$ cat src/rtl/inst_axi_rd_bridge_pkg.sv
// Shared AXI read-side constants, fetch size encodings and AR FSM state type.
package axi_defs;

   localparam logic [1:0] BURST_INCR  = 2'b01;
   localparam logic [7:0] LEN_SINGLE  = 8'd0;
   localparam logic [3:0] CACHE_NONE  = 4'd0;
   localparam logic [2:0] PROT_NONE   = 3'd0;
   localparam logic [1:0] LOCK_NORMAL = 2'd0;

   localparam logic [1:0] SIZE_BYTE = 2'd0;
   localparam logic [1:0] SIZE_HALF = 2'd1;
   localparam logic [1:0] SIZE_WORD = 2'd2;

   typedef logic [0:0] ar_state_t;
   localparam ar_state_t AR_IDLE = 1'b0;
   localparam ar_state_t AR_SEND = 1'b1;

endpackage

$ cat src/rtl/inst_axi_rd_bridge.sv
// Fetch-side SRAM-like request port to AXI4 read master; in-order, single ID.
module inst_axi_rd_bridge
   import axi_defs::*;
#(
   parameter int unsigned MAX_OUTSTANDING = 2,
   parameter logic [3:0]  ARID_VAL        = 4'h0
) (
   input  logic        clk,
   input  logic        reset,
   input  logic        inst_sram_req,
   input  logic        inst_sram_wr,
   input  logic [1:0]  inst_sram_size,
   input  logic [31:0] inst_sram_addr,
   output logic        inst_sram_addr_ok,
   output logic        inst_sram_data_ok,
   output logic [31:0] inst_sram_rdata,
   output logic [3:0]  arid,
   output logic [31:0] araddr,
   output logic [7:0]  arlen,
   output logic [2:0]  arsize,
   output logic [1:0]  arburst,
   output logic [1:0]  arlock,
   output logic [3:0]  arcache,
   output logic [2:0]  arprot,
   output logic        arvalid,
   input  logic        arready,
   input  logic [3:0]  rid,
   input  logic [31:0] rdata,
   input  logic [1:0]  rresp,
   input  logic        rlast,
   input  logic        rvalid,
   output logic        rready
);

   localparam int unsigned CNT_W = $clog2(MAX_OUTSTANDING + 1);

   ar_state_t          state_q, state_d;
   logic [CNT_W-1:0]   cnt_q, cnt_d;
   logic [31:0]        araddr_q;
   logic [2:0]         arsize_q;
   logic               rready_q;
   logic               data_ok_q;
   logic [31:0]        rdata_q;
   logic               addr_ok_c;
   logic               r_hs_c;

   // Write flag, ID, response and last are deliberately not consumed.
   wire unused_inputs = &{1'b0, inst_sram_wr, rid, rresp, rlast};

   assign r_hs_c = rvalid & rready_q;

   // AR FSM next state; address is only accepted while idle and below the limit.
   always_comb begin
      state_d   = state_q;
      addr_ok_c = 1'b0;
      case (state_q)
         AR_IDLE: begin
            addr_ok_c = inst_sram_req & (cnt_q < CNT_W'(MAX_OUTSTANDING));
            if (addr_ok_c) state_d = AR_SEND;
         end
         AR_SEND: begin
            if (arready) state_d = AR_IDLE;
         end
         default: state_d = AR_IDLE;
      endcase
   end

   // Outstanding count: accept increments, R handshake decrements, both cancel.
   always_comb begin
      cnt_d = cnt_q;
      case ({addr_ok_c, r_hs_c})
         2'b10:   cnt_d = cnt_q + CNT_W'(1);
         2'b01:   cnt_d = cnt_q - CNT_W'(1);
         default: cnt_d = cnt_q;
      endcase
   end

   // State, AR payload latch and registered return path.
   always_ff @(posedge clk) begin
      if (reset) begin
         state_q   <= AR_IDLE;
         cnt_q     <= '0;
         araddr_q  <= '0;
         arsize_q  <= '0;
         rready_q  <= 1'b0;
         data_ok_q <= 1'b0;
         rdata_q   <= '0;
      end else begin
         state_q   <= state_d;
         cnt_q     <= cnt_d;
         rready_q  <= (cnt_d != '0);
         data_ok_q <= r_hs_c;
         if (addr_ok_c) begin
            araddr_q <= inst_sram_addr;
            arsize_q <= {1'b0, inst_sram_size};
         end
         if (r_hs_c) rdata_q <= rdata;
      end
   end

   assign inst_sram_addr_ok = addr_ok_c;
   assign inst_sram_data_ok = data_ok_q;
   assign inst_sram_rdata   = rdata_q;

   assign arid    = ARID_VAL;
   assign araddr  = araddr_q;
   assign arlen   = LEN_SINGLE;
   assign arsize  = arsize_q;
   assign arburst = BURST_INCR;
   assign arlock  = LOCK_NORMAL;
   assign arcache = CACHE_NONE;
   assign arprot  = PROT_NONE;
   assign arvalid = (state_q == AR_SEND);
   assign rready  = rready_q;

endmodule

$ cat config.mk
export PLATFORM = sky130hd
export DESIGN_NAME = inst_axi_rd_bridge
export DESIGN_NICKNAME = d
export VERILOG_FILES = /design/src/rtl/inst_axi_rd_bridge_pkg.sv /design/src/rtl/inst_axi_rd_bridge.sv
export SDC_FILE = /design/constraint.sdc
export NUM_CORES = 1
export LEC_CHECK = 0
export ABC_CLOCK_PERIOD_IN_PS = 2800
export BUFFER_PORTS_ARGS = -buffer_cell sky130_fd_sc_hd__buf_2
export CORE_MARGIN = 3
export CORE_UTILIZATION = 42
export CTS_CLUSTER_SIZE = 40
export DETAILED_ROUTE_END_ITERATION = 10
export GPL_TIMING_DRIVEN = 0
export PLACE_DENSITY = 0.9
export SLEW_MARGIN = 10
export SYNTH_ARGS = -nofsm -noshare
export SYNTH_HDL_FRONTEND = slang
export SYNTH_SLANG_ARGS = --single-unit
export TNS_END_PERCENT = 50
$ cat constraint.sdc
create_clock -name clk -period 2.8 [get_ports clk]
set_clock_uncertainty 0.15 [all_clocks]
set_input_delay 0.7 -clock clk [delete_from_list [all_inputs] [get_ports clk]]
set_output_delay 0.7 -clock clk [all_outputs]
set_load 0.005 [all_outputs]
==> impl_results.md <==
- Share of layout cells above drive strength 1: 0.368
- Fin crit period: 2.47 ns
- M3 GR Usage: 0.0528
- GRT Util Overall: 0.194
- Clock sink total: 71
- DR DRC count: 0
- Power share of the sequential group: 0.468
- Hold WS: 0.302 ns
- Status: completed
- Placed cell area: 3540 sq um
- WL/cell: 12.1 microns
- Fin. max-slew vios: 0
- Synth Area in Simple Gates: 0.202
- Dominant synthesized flop cell: dfxtp_1
- Clock network power share: 0.275
- Largest family of logic cells by synthesized area: simple AND/OR/NAND/NOR gates
- Post-CTS sizing: 0
- Worst slew margin: 0.631
- Die ar.: 7350 sq um
- Total number of vias: 2695
- Vias in the first global route: 2606
- Fin. Hold Viols: 0
- Inst Count DP: 570
- Port Buffers: 139
- Worst-path clk slew: 0.08 ns
- Post-synthesis mux area share: 0
- Post-synthesis xor/xnor area fraction: 0.00985
- TritonCTS Buffers: 9
- Reg2reg end: cnt_q[1]$_SDFF_PP0_
- Cell count after synthesis: 334
- Row Count: 28
- Synth area leader: dfxtp_1
- Via/cell ratio: 4.60
- Asr flop ratio synth: 0
- Post-DP HPWL: 5.62 mm
- Antenna viol nets, final: 0
- DRT iter0 DRCs: 78
- Clock Path Buffers: 2
- # hold bufs at CTS: 0
- Sw power: 826 uW
- Yosys top cell area share: 0.533
- Post-Route WL: 7.09 mm
- Final Non-Filler Cells: 586
- Setup CP Type: input port to output pin
- Path depth of the worst reg2reg path: 6
- CTS tree: done
- First-pass GRT wire length: 11.5 mm
- Fmax achieved: 404 MHz
- Reg-to-reg startpoint: cnt_q[1]$_SDFF_PP0_
- Synth warnings: 0
- Final instance area: 3710 sq um
- Most used routing layer: met2
- Synthesized area: 2670 sq um
- CP required: 1.95 ns
- Yosys reg bits: 71
- Core box area: 6030 sq um
- Pwr Density: 705 nW/um^2
- Final setup fails: 0
- Syn Area/Cell: 7.99 sq um
- CTS root buf: clkbuf_8
- LEAKAGE: 0.00184 uW
- Antenna cells: 0
- Comb pwr share: 0.257
- GRT met2 Usage: 0.360
- Setup slack at placement: 0.178 ns
- Worst-path fanout max: 10
- Gpl congestion: 0.803
- Grt met1 use: 0.207
- Crit path DAT: 1.62 ns
- Post-synthesis compound-gate area fraction: 0.134
- Gr ovfl total: 0
- Final Worst Setup Slack: 0.327 ns
- Yosys cell types: 22
- Largest net degree at the start of global routing: 13
- R2R Setup Slk: 0.58 ns
- Initial antenna violation count: 0
- Most common cell in the netlist: nand2_1
- Int Pwr: 1790 uW
- Number of I/O pins: 173
- H-tree levels: 3
- Die height: 85.7 microns
- Synth cell count leaders: nand2_1, dfxtp_1, a21oi_1
- Max-Cap Viols: 0
- Max VDD drop: 0.354 mV
- Chip width: 85.7 microns
- Critical path launch point type: input port
- Setup bufs post-CTS: 0
- Net Sw Frac: 0.316
- Fin Setup TNS: 0 ns
- Capture point of the worst path: inst_sram_addr_ok
- Final period util: 0.883
- Seq/Total Area, Yosys: 0.533
- CP Capture Type: output pin
- Initial Utilization: 0.443
- Skew-Pair Late Insertion Delay: 0.32 ns
- Critical path launch point: inst_sram_req
- Worst-Margin Slew: 0.554 ns
- Fill count: 541
- Final net count: 586
- Post-Synth Adder-Cell Area: 0.00469
- RSZ-0062 raised after global routing: false
- Synthesis-to-layout area growth: 39.2%
- Number of enable flip-flop cells after synthesis: 0
- Drt pass-1 iters: 4
- Ranking of synthesized cells by area: dfxtp_1, nand2_1, a21oi_1
- Worst hold path type: flop to flop
flip-flops by register name, indices dropped and copies added, names as in the netlist:
signal	flops
araddr	32
inst_sram_rdata	32
arsize	2
cnt_q	2
arvalid	1
inst_sram_data_ok	1
rready	1
layout by cell type (no fill, tap or decap):
cell type,count
buf_2,142
nand2_1,133
dfxtp_1,71
a21oi_1,67
buf_4,24
conb_1,24
clkbuf_1,12
clkbuf_8,10
buf_6,4
clkinv_2,4
nor2_1,3
clkinv_4,2
buf_1,2
xnor2_1,2
or3b_1,1
inv_1,1
a21oi_2,1
xor2_1,1
nand2b_1,1
o21ai_0,1
or3_1,1
nor3b_1,1
a211oi_1,1
ha_1,1
clkinvlp_4,1
kinds of logic (layout without fill, tap and decap cells):
| group | Yosys count | in the layout |
|---|---|---|
| buf+inv | 47 | 202 |
| other cells | 2 | 24 |
| flops | 71 | 71 |
| compound gates | 70 | 70 |
| xor+xnor | 3 | 3 |
| simple gates | 140 | 140 |
| fa+ha+maj | 1 | 1 |
power by group through the flow:
stage / sequential (uW) / clock [uW] / combinational, uW
after detailed placement: 1250 / 0 / 678
after global placement: 1240 / 0 / 653
final: 1230 / 720 / 673
after global routing: 1250 / 780 / 761
after CTS: 1230 / 736 / 680
after floorplan: 1260 / 0 / 391
layout make-up:
class                      count  area (sq um)  area share
clock inverter                 6          36.3     0.00977
timing repair buffer         139           696       0.187
tap                           75          93.8      0.0253
multi-input combinational    238          1020       0.276
sequential                    71          1420       0.383
inverter                       2          12.5     0.00337
clock buffer                  10           138      0.0370
buffer                        45           293      0.0788
per-stage QoR:
stage | utilization | power (uW)
after floorplan | - | 1650
after global placement | 0.588 | 1890
after detailed placement | 0.588 | 1930
after CTS | 0.616 | 2640
after global routing | 0.616 | 2790
final | 0.616 | 2620
worst min-delay path by stage:
stage | start | to | slack [ns] | depth (start not counted)
2_1_floorplan | araddr[0]$_SDFFE_PP0P_ | araddr[0]$_SDFFE_PP0P_ | 0.30 | 2
3_3_place_gp | araddr[9]$_SDFFE_PP0P_ | araddr[9]$_SDFFE_PP0P_ | 0.29 | 2
3_5_place_dp | inst_sram_rdata[27]$_SDFFE_PP0P_ | inst_sram_rdata[27]$_SDFFE_PP0P_ | 0.29 | 2
4_1_cts | inst_sram_rdata[27]$_SDFFE_PP0P_ | inst_sram_rdata[27]$_SDFFE_PP0P_ | 0.30 | 2
5_1_grt | araddr[11]$_SDFFE_PP0P_ | araddr[11]$_SDFFE_PP0P_ | 0.32 | 2
6_report | araddr[8]$_SDFFE_PP0P_ | araddr[8]$_SDFFE_PP0P_ | 0.30 | 2
critical path, stage by stage:
cell	delay, ns
buf_2	0.07
or3b_1	0.35
buf_6	0.16
clkinv_4	0.08
buf_6	0.14
buf_2	0.12
routing by layer:
layer,share of wire,wire length [microns]
met5,0,0
met4,0.010,74
met3,0.083,585
met2,0.52,3670
met1,0.39,2760
Power figures use the tool's default switching activity.
